==> config.mk <==
export PLATFORM = sky130hd
export DESIGN_NAME = bytes2bits_stream
export DESIGN_NICKNAME = d
export VERILOG_FILES = /design/src/rtl/bytes2bits_stream.sv
export SDC_FILE = /design/constraint.sdc
export NUM_CORES = 1
export LEC_CHECK = 0
export ABC_AREA = 1
export BUFFER_PORTS_ARGS = -buffer_cell sky130_fd_sc_hd__buf_2
export CAP_MARGIN = 10
export CORE_ASPECT_RATIO = 0.9
export CORE_MARGIN = 4
export CORE_UTILIZATION = 45
export CTS_CLUSTER_SIZE = 14
export DETAILED_ROUTE_END_ITERATION = 8
export PLACE_DENSITY = 0.65
export SLEW_MARGIN = 20
export SYNTH_ARGS = -nofsm -noshare
export SYNTH_HDL_FRONTEND = slang
export SYNTH_SLANG_ARGS = --single-unit
==> constraint.sdc <==
create_clock -name clk_i -period 2.85 [get_ports clk_i]
set_clock_uncertainty 0.15 [all_clocks]
set_input_delay 0.4275 -clock clk_i [delete_from_list [all_inputs] [get_ports clk_i]]
set_output_delay 0.4275 -clock clk_i [all_outputs]
set_load 0.03 [all_outputs]
==> src/rtl/bytes2bits_stream.sv <==
// Streaming little-endian byte-to-bit repacker: IN_BYTES-byte beats in, D-bit words out.
// Optional BYTES2BITS_MODQ_EN: with D == 12, output words are reduced once modulo 3329.
module bytes2bits_stream #(
  parameter  int IN_BYTES = 4,
  parameter  int D        = 12,
  localparam int IN_W     = IN_BYTES * 8,
  localparam int BUF_W    = IN_W + D - 1
) (
  input  logic            clk_i,
  input  logic            rst_ni,
  input  logic            s_valid_i,
  output logic            s_ready_o,
  input  logic [IN_W-1:0] s_data_i,
  input  logic            s_last_i,
  output logic            m_valid_o,
  input  logic            m_ready_i,
  output logic [D-1:0]    m_data_o,
  output logic            m_last_o
);

  localparam int FW = $clog2(BUF_W + 1);
  localparam logic [FW-1:0] D_F    = FW'(D);
  localparam logic [FW-1:0] IN_W_F = FW'(IN_W);

  logic [BUF_W-1:0] buf_q;
  logic [FW-1:0]    fill_q;
  logic             flush_q;
  logic             push;
  logic             pop;
  logic [D-1:0]     raw_word;

  assign s_ready_o = !flush_q && (fill_q < D_F);
  assign m_valid_o = (fill_q >= D_F) || (flush_q && (fill_q != '0));
  assign m_last_o  = flush_q && m_valid_o && (fill_q <= D_F);
  assign push      = s_valid_i && s_ready_o;
  assign pop       = m_valid_o && m_ready_i;
  assign raw_word  = buf_q[D-1:0];

  // Bits at and above fill_q are always zero, so a push can OR the beat in
  // and a partial final word comes out zero-padded for free.
  always_ff @(posedge clk_i or negedge rst_ni) begin
    if (!rst_ni) begin
      buf_q   <= '0;
      fill_q  <= '0;
      flush_q <= 1'b0;
    end else if (push) begin
      buf_q  <= buf_q | (BUF_W'(s_data_i) << fill_q);
      fill_q <= fill_q + IN_W_F;
      if (s_last_i) flush_q <= 1'b1;
    end else if (pop) begin
      buf_q <= buf_q >> D;
      if (fill_q <= D_F) begin
        fill_q  <= '0;
        flush_q <= 1'b0;
      end else begin
        fill_q <= fill_q - D_F;
      end
    end
  end

`ifdef BYTES2BITS_MODQ_EN
  generate
    if (D == 12) begin : g_modq
      assign m_data_o = (raw_word >= 12'd3329) ? (raw_word - 12'd3329) : raw_word;
    end else begin : g_raw
      assign m_data_o = raw_word;
    end
  endgenerate
`else
  assign m_data_o = raw_word;
`endif

endmodule
* Word level (Yosys, flattened, before mapping)
Index checks and enable logic that the tools add are counted.
** Word-level totals
- Bits in registers :: 50
- Bits in latches :: 0
- Memory bits (writable) :: 0
- Memory bits (read-only) :: 0
- Input bits :: 37
- Output and inout bits :: 15
- Logic and storage cells :: 32
- Memories kept :: 0
** Cells by class
- $add $sub $neg :: 2
- Multipliers :: 0
- Divide/modulo/power cells :: 0
- Order comparisons :: 3
- Equality and inequality tests :: 1
- Shifts and indexed selects :: 1
- Mux-type cells :: 9
- Bitwise operators :: 1
- Reduce and logical (&&, ||, !) cells :: 12
** Operator list (count)
- 43-bit two-way mux :: 2
- 43-bit bitwise OR :: 1
- 32-bit by 6-bit << shifter with 43-bit output :: 1
- 6-bit two-way mux :: 3
- 6-bit adder, second input constant :: 1
- 6-bit by 4-bit greater-or-equal comparator with 1-bit output, second input constant :: 1
- 6-bit by 4-bit <= comparator with 1-bit output, second input constant :: 1
- 1-bit logical AND :: 6
- 6-bit by 4-bit less-than comparator with 1-bit output, second input constant :: 1
- 6-bit nonzero test :: 1
- 6-bit by 4-bit subtractor with 6-bit output, second input constant :: 1
- 1-bit two-way mux :: 4
- 2-bit nonzero test :: 2
- 3-bit AND reduction :: 1
- 2-bit != test, second input constant :: 1
- 1-bit logical NOT :: 1
- 1-bit logical OR :: 1

* Logic depth before layout (Yosys ltp)
Gate-level depths: netlist of run 1.
- Depth in word-level cells :: 6
- Gate-level depth with buffers :: 11
- Depth with buffers taken out :: 9

* Worst setup path before layout of run 1
Ideal clock, no wire load.
- Path type :: register to output
- From :: register fill_q[2]
- To :: output m_last_o
- Arrival :: 1.482 ns
- Required time :: 2.273 ns
- Setup slack :: 0.791 ns
- Cell stages (with the launch flop) :: 9
- Path buffers :: 3
- Path through :: dfrtp_1 clkbuf_1 inv_2 buf_2 ha_1 nand3_2 buf_2 nand3_1 inv_1
** On the way
- Cells in the longest elaborated chain, start to end :: 5
- Elaborated cells on any way between the ends :: 7
- Those cells by class :: order compare: 2; reduce/logical: 5
** RTL lines
- start, declared :: RTL line 26 : logic [FW-1:0] fill_q;
- start signal, assigned :: RTL line 48 : fill_q <= fill_q + IN_W_F;
- start signal, assigned :: RTL line 56 : fill_q <= fill_q - D_F;
- branches (longest 4 deep; another with 6-bit by 4-bit greater-or-equal comparator with 1-bit output)
- 1-bit logical AND * :: RTL line 34 : assign m_last_o = flush_q && m_valid_o && (fill_q <= D_F);
- end, declared :: RTL line 18 : output logic m_last_o
Mark *: on every way between the ends.

* Worst setup path in the final report of run 1
- From :: register fill_q[2]
- To :: output m_valid_o
** On the way
- Cells in the longest elaborated chain, start to end :: 3
- Elaborated cells on any way between the ends :: 4
- Those cells by class :: order compare: 1; reduce/logical: 3
** RTL lines
- branches (longest 2 deep; another with 6-bit by 4-bit greater-or-equal comparator with 1-bit output)
- 1-bit logical OR * :: RTL line 33 : assign m_valid_o = (fill_q >= D_F) || (flush_q && (fill_q != '0));
- end, declared :: RTL line 15 : output logic m_valid_o,
Marks and branches as above.

==> summary.md, run 1 <==
| Metric | Value |
|---|---|
| Status | complete, but fails checks |
| Violated checks | hold timing |
| Critical path required time | 2.27 ns |
| Synth area leaders | dfrtp_1 35%, nand2_1 26%, nand3_1 11% |
| Pwr per Cell Area | 1120 nW/um^2 |
| Nets | 617 |
| DR vias/cell | 5.25 |
| Max-slew violations | 0 |
| Die H | 91.4 um |
| Mapped Avg Cell Area | 6.30 um^2 |
| Filler instances | 812 |
| Routability Congestion | 0.941 |
| GRT Resource Usage Total | 22.1% |
| Setup TNS | 0 ns |
| Synth cell count leaders | 239 x nand2_1, 74 x nand3_1, 48 x dfrtp_1 |
| VDD IR max | 417 uV |
| Final worst slack | 0.377 ns |
| Max-slew headroom | 55.7% |
| Mapped Area | 3480 um^2 |
| Final min period | 2.47 ns |
| Synth top area share | 34.5% |
| EDFF count, synth | 0 |
| Share of layout cells above drive strength 1 | 13.6% |
| Yosys reg bits | 48 |
| Post-synthesis async set-or-reset flop share | 100% |
| Sequential share of power | 28.7% |
| Lkg Pwr | 2.14 nW |
| Clock sinks | 48 |
| Multi-input logic area | 1860 um^2 |
| Crit. End Element | output pin |
| Final setup viols | 0 |
| Hold Path Class | in2async |
| Final hold vios | 25 |
| M3 GR Usage | 3.30% |
| TritonRoute pass-1 iters | 5 |
| Clock slew at reported path FFs | 0.10 ns |
| Initial DRC count | 182 |
| FP Rows | 30 |
| Clk buf depth | 2 |
| Die X | 101 um |
| DP HPWL | 7690 um |
| Post-synthesis sequential area ratio | 34.5% |
| Crit-path max FO | 12 |
| Clock latency on the worst-skew pair | 0.30 ns |
| Register Area | 1200 um^2 |
| CTS Hold Bufs | 0 |
| Largest area contributor in the netlist | dfrtp_1 |
| Global-route wire length before repair | 16,300 um |
| DR vias | 3,542 |
| Root Driver | clkbuf_8 |
| Grt total ovfl | 0 |
| Slew @ Worst Pin | 0.662 ns |
| CTS tree | built |
| Post-Place Worst Slack | 0.572 ns |
| GR Util met2 | 38.3% |
| Yosys warnings | 0 |
| Final wirelength | 9930 um |
| Max Cap Viol | 0 |
| Vias in the first global route | 3,346 |
| Avg WL per Cell | 14.7 um |
| Total setup buffers inserted after CTS | 0 |
| Hold Slack | -0.0142 ns |
| GRT busiest layer | met2 |
| P_sw | 0.00227 W |
| IO Count | 52 |
| Top_reg_cell synth | dfrtp_1 |
| Most instantiated library cell after synthesis | nand2_1 |
| ANT nets after route | 0 |
| Post-route DRC violation count | 0 |
| Startpoint types | flop |
| R2R cell count | 8 |
| Cells resized by post-CTS repair | 0 |
| GR met1 Demand/Resource | 29.6% |
| Initial antenna violation count | 0 |
| Worst path arrival time | 1.90 ns |
| DIE AREA | 9200 um^2 |
| Synth cell types | 26 |
| Layout overhead on the synthesized area | 9.06% |
| Num CTS Buffers | 5 |
| Comb power frac | 61.2% |
| Largest net degree at the start of global routing | 43 |
| Initial Util | 46.1% |
| Cell count after synthesis | 552 |
| H-tree levels | 2 |
| RSZ-0062 raised after global routing | false |
| Clk pwr share | 10.1% |
| Antenna cells | 0 |
| Cell Int Power | 0.00199 W |
| Switch share | 53.3% |
| CORE AREA | 7540 um^2 |
| PortBufs | 51 |
| Kind of critical path | reg2out |
| Fmax | 404 MHz |
| Synth Net Count | 591 |
| Pwr Total | 0.00426 W |
| Period utilisation layout | 86.8% |
-- layout make-up --
cell class	instances	share of cell area, %
multi-input combinational	418	49.1
clock buffer	7	2.28
timing repair buffer	60	9.17
clock inverter	1	0.198
sequential	48	31.7
tap	96	3.17
inverter	45	4.45
-- per-layer routing --
metal,vias to the layer above,share of wire [%]
li1,1795,-
met1,1661,44
met2,82,51
met3,4,4.5
met4,0,0.32
met5,-,0
-- cells by family (layout without fill, tap and decap cells) --
| kind of cell | Yosys count | after routing | synth area share (%) |
|---|---|---|---|
| and+or+nand+nor | 373 | 373 | 45.9 |
| buffers and inverters | 86 | 113 | 11.9 |
| DFF | 48 | 48 | 34.5 |
| AOI/OAI and AO/OA | 43 | 43 | 6.91 |
| adders and majority gates | 2 | 2 | 0.719 |
-- state kept, by name (all words and copies together) (netlist names) --
signal and count:
buf_q 43, fill_q 4, flush_q 1
-- stage by stage --
step	util (%)	cell area, um^2	hold WS (ns)	cells
finish	50.3	3790	-0.0142	675
global route	50.3	3790	0.0122	675
CTS	50.3	3790	0.00252	675
detailed placement	49.0	3700	0.310	667
global placement	49.0	3700	0.311	667
floorplan	-	3480	-0.0181	552
-- final timing paths --
path | from | endpoint | slack [ns]
worst max register to register | fill_q[2] | buf_q[29] | 0.55
worst max-delay path | fill_q[2] | m_valid_o | 0.38
worst min register to register | buf_q[39] | buf_q[39] | 0.34
worst min-delay path | rst_ni | buf_q[13] | -0.01
max in group asynchronous | rst_ni | buf_q[35] | 1.93
min in group clk_i | s_last_i | flush_q | 0.18
-- power groups by stage --
stage / Sequential (W) / Combinational (W) / Clock, W
after floorplan: 0.00114 / 0.00213 / 0
after global placement: 0.00123 / 0.00258 / 0
after detailed placement: 0.00124 / 0.00261 / 0
after CTS: 0.00122 / 0.00262 / 0.000436
after global routing: 0.00126 / 0.00294 / 0.000467
final: 0.00122 / 0.00260 / 0.000432
-- critical path, cell delays in order (launching register included) --
cell	delay, ns
dfrtp_1	0.50
ha_1	0.27
inv_1	0.15
nand3_2	0.27
nand2_1	0.20
inv_1	0.04
buf_2	0.17
-- placed cells by master, fill, tap and decap left out --
cell type / n
a21oi_1: 2
and2_1: 2
buf_12: 2
buf_2: 51
buf_4: 7
clkbuf_1: 1
clkbuf_8: 6
clkinvlp_4: 1
dfrtp_1: 48
ha_1: 2
inv_1: 42
inv_2: 3
nand2_1: 239
nand2_4: 1
nand3_1: 74
nand3_2: 2
nand3_4: 1
nand4_1: 11
nor2_1: 37
nor2_2: 1
nor2_4: 2
nor2_8: 1
nor3_1: 1
o211ai_1: 10
o21ai_0: 28
o21ai_1: 3
or2_2: 1
No activity file was read; power rests on OpenSTA's default activity.
==> run 2: changes to the inputs <==
- CORE_UTILIZATION: 45 -> 30
- PLACE_DENSITY: 0.65 -> default
==> run 2 against run 1 <==
  * Via count rose by 0.23%
  * Combinational power about the same
  * First-iteration DRC count rose by 47%
  * Critical path type unchanged
  * Worst setup slack got worse by 0.041 ns
  * Critical endpoint unchanged
  * The flow now finishes without violations
  * Critical path depth fell by 1
==> summary.md, run 2 (synthesis gave the netlist of run 1 again) <==
| Metric | Value |
|---|---|
| Clock slew at reported path FFs | 0.07 ns (-0.03 ns) |
| Setup TNS | 0 ns (unchanged) |
| Most frequent cells in the layout | 239 x nand2_1, 74 x nand3_1, 51 x buf_2 |
| CTS Hold Bufs | 0 (unchanged) |
| R2R cell count | 7 (-1) |
| Initial Util | 30.5% (-16 points) |
| IO Count | 52 (unchanged) |
| Vias in the first global route | 3,523 (+5.3%) |
| Most common cell after layout, fill and taps aside | nand2_1 |
| Max-slew violations | 0 (unchanged) |
| FP Rows | 37 (+23%) |
| Final min period | 2.51 ns (+0.0406 ns) |
| FF-to-FF setup slack | 0.45 ns (-0.10 ns) |
| Die H | 110 um (+21%) |
| DR vias | 3,550 (+0.23%) |
| Grt total ovfl | 0 (unchanged) |
| DIE AREA | 13,400 um^2 (+45%) |
| Root Driver | clkbuf_16 |
| Routability Congestion | 0.937 (-0.40%) |
| Post-route DRC violation count | 0 (unchanged) |
| M3 GR Usage | 2.40% (-0.90 points) |
| Max reg flops | 43 (unchanged) |
| CP Cell Sequence | nor2_8 > nand3_2 > nand2_1 > inv_1 > buf_2 |
| Biggest regs | buf_q: 43 flops, fill_q: 4 flops, flush_q: 1 flops |
| CP startpoint | fill_q[4] |
| Die X | 122 um (+21%) |
| Layout overhead on the synthesized area | 13.2% |
| Pwr Total | 0.00451 W (+5.9%) |
| GR Util met2 | 28.8% (-9.5 points) |
| Initial antenna violation count | 0 (unchanged) |
| Critical path required time | 2.27 ns (about the same) |
| DP HPWL | 7910 um (+2.8%) |
| Filler instances | 1,288 (+59%) |
| Fmax | 398 MHz (-1.6%) |
| R2r startpoint | fill_q[4] |
| Status | completed |
| Hold Path Class | in2async |
| GRT Resource Usage Total | 16.2% (-6.0 points) |
| PortBufs | 51 (unchanged) |
| Worst path arrival time | 1.94 ns (+0.04 ns) |
| Clk buf depth | 2 (unchanged) |
| FF-to-FF End | buf_q[29] |
| Clock sinks | 48 (unchanged) |
| Crit-path max FO | 14 (+2) |
| DR vias/cell | 4.81 (-8.3%) |
| Crit. End Element | output pin |
| Crit-path slowest cell | dfrtp_1 |
| Final wirelength | 10,400 um (+4.4%) |
| GRT busiest layer | met2 |
| Period utilisation layout | 88.2% (+1.4 points) |
| Pwr per Cell Area | 1150 nW/um^2 (+2.1%) |
| Largest Register | buf_q |
| Total setup buffers inserted after CTS | 0 (unchanged) |
| Share of layout cells above drive strength 1 | 14.1% (+0.45 points) |
| CORE AREA | 11,400 um^2 (+51%) |
| Avg WL per Cell | 14.0 um (-4.5%) |
| Max-slew headroom | 53.9% (-1.8 points) |
| Max Cap Viol | 0 (unchanged) |
| Cells resized by post-CTS repair | 0 (unchanged) |
| TritonRoute pass-1 iters | 5 (unchanged) |
| H-tree levels | 2 (unchanged) |
| Critical path's largest stage delay | 0.57 ns (+0.07 ns) |
| Initial DRC count | 268 (+47%) |
| Nets | 620 (+0.49%) |
| Non-Filler Instances | 738 (+9.3%) |
| VDD IR max | 277 uV (-33%) |
| Antenna cells | 0 (unchanged) |
| Clock latency on the worst-skew pair | 0.29 ns (about the same) |
| GR met1 Demand/Resource | 20.7% (-8.9 points) |
| Dpl cells | 730 (+9.4%) |
| RSZ-0062 raised after global routing | false |
| Final setup viols | 0 (unchanged) |
| Num CTS Buffers | 5 (unchanged) |
| CTS tree | built |
| Kind of critical path | reg2out |
| Lkg Pwr | 2.18 nW (+2.0%) |
| Slew @ Worst Pin | 0.691 ns (+0.0291 ns) |
| Final hold vios | 0 (-100%) |
| ANT nets after route | 0 (unchanged) |
| Largest net degree at the start of global routing | 49 (+14%) |
| Global-route wire length before repair | 17,200 um (+6.0%) |
| Setup crit end | m_valid_o |
| Startpoint types | flop |
## run 2: cell types whose count changed in the layout (fill, tap and decap cells not counted), sizes merged
| cell | before | now |
|---|---|---|
| buf | 60 | 63 |
| bufinv | 0 | 1 |
| clkbuf | 7 | 6 |
| clkinv | 0 | 1 |
| clkinvlp | 1 | 0 |
## run 2: how the worst min path moves through the flow
| stage | end | from | slack [ns] |
|---|---|---|---|
| final | buf_q[9] | rst_ni | 0.08 |
| after global routing | buf_q[9] | rst_ni | 0.14 |
| after CTS | buf_q[9] | rst_ni | 0.11 |
| after floorplan | buf_q[0] | rst_ni | -0.02 |
| after global placement | buf_q[42] | buf_q[42] | 0.31 |
| after detailed placement | buf_q[40] | buf_q[40] | 0.32 |
## run 2: through the flow
step | util [%] | area [um^2] | hold WS [ns] | worst slack (ns)
after detailed placement | 33.1 | 3770 | 0.315 | 0.508
after CTS | 34.6 | 3940 | 0.107 | 0.333
after global routing | 34.6 | 3940 | 0.143 | 0.192
after global placement | 33.1 | 3770 | 0.312 | 0.551
after floorplan | - | 3480 | -0.0181 | 0.791
final | 34.6 | 3940 | 0.0762 | 0.337
## run 2: where the power goes
group          total (W)  switching (W)  internal (W)
Sequential       0.00123       0.000239      0.000995
Clock           0.000659       0.000247      0.000413
Combinational    0.00261        0.00181      0.000800
Total            0.00451        0.00230       0.00221
## run 2: layout make-up
type / count / area, um^2 / area share [%]
multi-input cells: 418 / 1860 / 47.3
flip-flops and latches: 48 / 1200 / 30.5
repair buffers: 63 / 345 / 8.77
well taps: 156 / 195 / 4.96
inverters: 45 / 169 / 4.29
clock buffers: 6 / 129 / 3.27
clock inverters: 2 / 35.0 / 0.890
## run 2: critical path: cells and delay by family, from the launching register on
kind | cells | cell delay [ns]
buf+inv | 2 | 0.22
flops | 1 | 0.57
simple gates | 3 | 0.85
## run 2: layer usage
metal | wire [um] | share of wire, %
met1 | 4530 | 44
met2 | 5130 | 49
met3 | 538 | 5.2
met4 | 175 | 1.7
met5 | 0 | 0
==> run 3: changes to the inputs <==
- CORE_UTILIZATION: 30 -> 60
- PLACE_DENSITY: default -> 0.83
==> run 3 against run 2 <==
  * Largest cell class unchanged
  * Via count is 1.4% higher
  * Sequential share of layout area is 1.0 points higher
  * Design area is 3.2% lower
  * Die area is 47% lower
  * Count of clock-buffer cells in the layout is 1 lower
  * Largest power group unchanged
  * Total power is 1.4% lower
  * Register-to-register slack better by 0.07 ns
  * Worst setup slack worse by 0.045 ns
  * Sequential cell count stayed put
  * Utilization is 33 points higher
  * Wire length is 7.1% lower
  * Combinational power hardly changed
==> summary.md, run 3 (synthesis gave the netlist of run 1 again) <==
| Metric | Value |
|---|---|
| Grt total ovfl | 0 (unchanged) |
| H-tree levels | 2 (unchanged) |
| DR vias | 3,600 (+1.4%) |
| Hold Path Class | in2reg |
| Antenna cells | 0 (unchanged) |
| Pwr per Cell Area | 1170 nW/um^2 (+1.8%) |
| DR vias/cell | 5.53 (+15%) |
| Max reg flops | 43 (unchanged) |
| Startpoint types | flop |
| Max-slew headroom | 59.9% (+6.0 points) |
| PortBufs | 51 (unchanged) |
| Initial antenna violation count | 0 (unchanged) |
| Multi-input logic area | 1860 um^2 (unchanged) |
| Global-route wire length before repair | 16,000 um (-7.2%) |
| Final wirelength | 9620 um (-7.1%) |
| Max Cap Viol | 0 (unchanged) |
| Most frequent cells in the layout | 239 x nand2_1, 74 x nand3_1, 51 x buf_2 |
| TritonRoute pass-1 iters | 5 (unchanged) |
| IO Count | 52 (unchanged) |
| Worst path arrival time | 1.98 ns (+0.04 ns) |
| DP HPWL | 7210 um (-8.8%) |
| Most common cell after layout, fill and taps aside | nand2_1 |
| VDD IR max | 650 uV (+130%) |
| Period utilisation layout | 89.8% (+1.6 points) |
| Final setup viols | 0 (unchanged) |
| Register Area | 1200 um^2 (unchanged) |
| CTS tree | built |
| Initial DRC count | 336 (+25%) |
| Die H | 80.2 um (-27%) |
| Kind of critical path | reg2out |
| FF-to-FF setup slack | 0.52 ns (+0.07 ns) |
| Slew @ Worst Pin | 0.600 ns (-0.0909 ns) |
| Filler instances | 531 (-59%) |
| Initial Util | 61.5% (+31 points) |
| Num CTS Buffers | 5 (unchanged) |
| Status | completed |
| Final min period | 2.56 ns (+0.0452 ns) |
| Post-route DRC violation count | 0 (unchanged) |
| FP Rows | 26 (-30%) |
| RSZ-0062 raised after global routing | false |
| Lkg Pwr | 2.17 nW (-0.65%) |
| Clock sinks | 48 (unchanged) |
| Hold Slack | 0.166 ns (+0.0896 ns) |
| Pwr Total | 0.00444 W (-1.4%) |
| Clk buf depth | 2 (unchanged) |
| Setup TNS | 0 ns (unchanged) |
| Routability Congestion | 0.932 (-0.60%) |
| Share of layout cells above drive strength 1 | 13.9% (-0.15 points) |
| Vias in the first global route | 3,412 (-3.2%) |
| Fmax | 391 MHz (-1.8%) |
| Clock slew at reported path FFs | 0.10 ns (+0.03 ns) |
| Avg WL per Cell | 14.8 um (+5.3%) |
| Die X | 88.3 um (-27%) |
| Layout overhead on the synthesized area | 9.53% |
| Crit. End Element | output pin |
| Largest net degree at the start of global routing | 35 (-29%) |
| Root Driver | clkbuf_8 |
| Cells resized by post-CTS repair | 0 (unchanged) |
| Nets | 619 (-0.16%) |
| Clock latency on the worst-skew pair | 0.31 ns (+0.02 ns) |
| Core Util, Final | 67.3% (+33 points) |
| Largest Register | buf_q |
| DIE AREA | 7080 um^2 (-47%) |
| Critical path required time | 2.27 ns (about the same) |
| Biggest regs | buf_q: 43 flops, fill_q: 4 flops, flush_q: 1 flops |
| Max-slew violations | 0 (unchanged) |
| ANT nets after route | 0 (unchanged) |
| CORE AREA | 5660 um^2 (-50%) |
| GRT Resource Usage Total | 29.2% (+13 points) |
| Final hold vios | 0 (unchanged) |
| Crit-path max FO | 14 (unchanged) |
run 3: final cells by class:
type / instances / share of cell area (%)
clock buffers: 5 / 1.81
clock inverters: 3 / 1.81
inverters: 45 / 4.43
multi-input cells: 418 / 48.9
flip-flops and latches: 48 / 31.5
well taps: 70 / 2.30
repair buffers: 62 / 9.26
run 3: repair_timing:
| item | 4_1_cts | 5_1_grt |
|---|---|---|
| hold buffers | 1 | 0 |
| buffers inserted | 0 | 0 |
| endpoints found under the hold margin | 22 | 0 |
run 3: worst paths after layout:
path / start / to / cells past startpoint
min: s_last_i / flush_q / 3
max in group asynchronous: rst_ni / buf_q[7] / 3
max reg2reg: fill_q[4] / buf_q[16] / 6
max: fill_q[2] / m_valid_o / 6
min reg2reg: buf_q[22] / buf_q[10] / 2
min in group asynchronous: rst_ni / buf_q[9] / 2
run 3: power breakdown:
part	total [W]	internal, W	switching (W)
Sequential	0.00123	0.000993	0.000241
Combinational	0.00261	0.000795	0.00181
Clock	0.000599	0.000353	0.000246
run 3: stage by stage:
| stage | worst slack [ns] | std cells | cell area, um^2 |
|---|---|---|---|
| after floorplan | 0.791 | 552 | 3480 |
| after global placement | 0.573 | 642 | 3660 |
| after detailed placement | 0.614 | 642 | 3660 |
| after CTS | 0.321 | 651 | 3810 |
| after global routing | 0.153 | 651 | 3810 |
| final | 0.291 | 651 | 3810 |
run 3: worst max-delay path: stages, from the launching register on:
cell and delay [ns]:
dfrtp_1 0.55, ha_1 0.30, inv_1 0.14, nand3_2 0.26, nand2_1 0.19, inv_1 0.06
buf_2 0.17
run 3: per-layer routing:
metal	track usage, %	routed length (um)	vias to the layer above
li1	-	-	1799
met1	39.2	4290	1641
met2	47.8	4550	136
met3	3.90	510	24
met4	10.9	274	0
met5	0	0	-
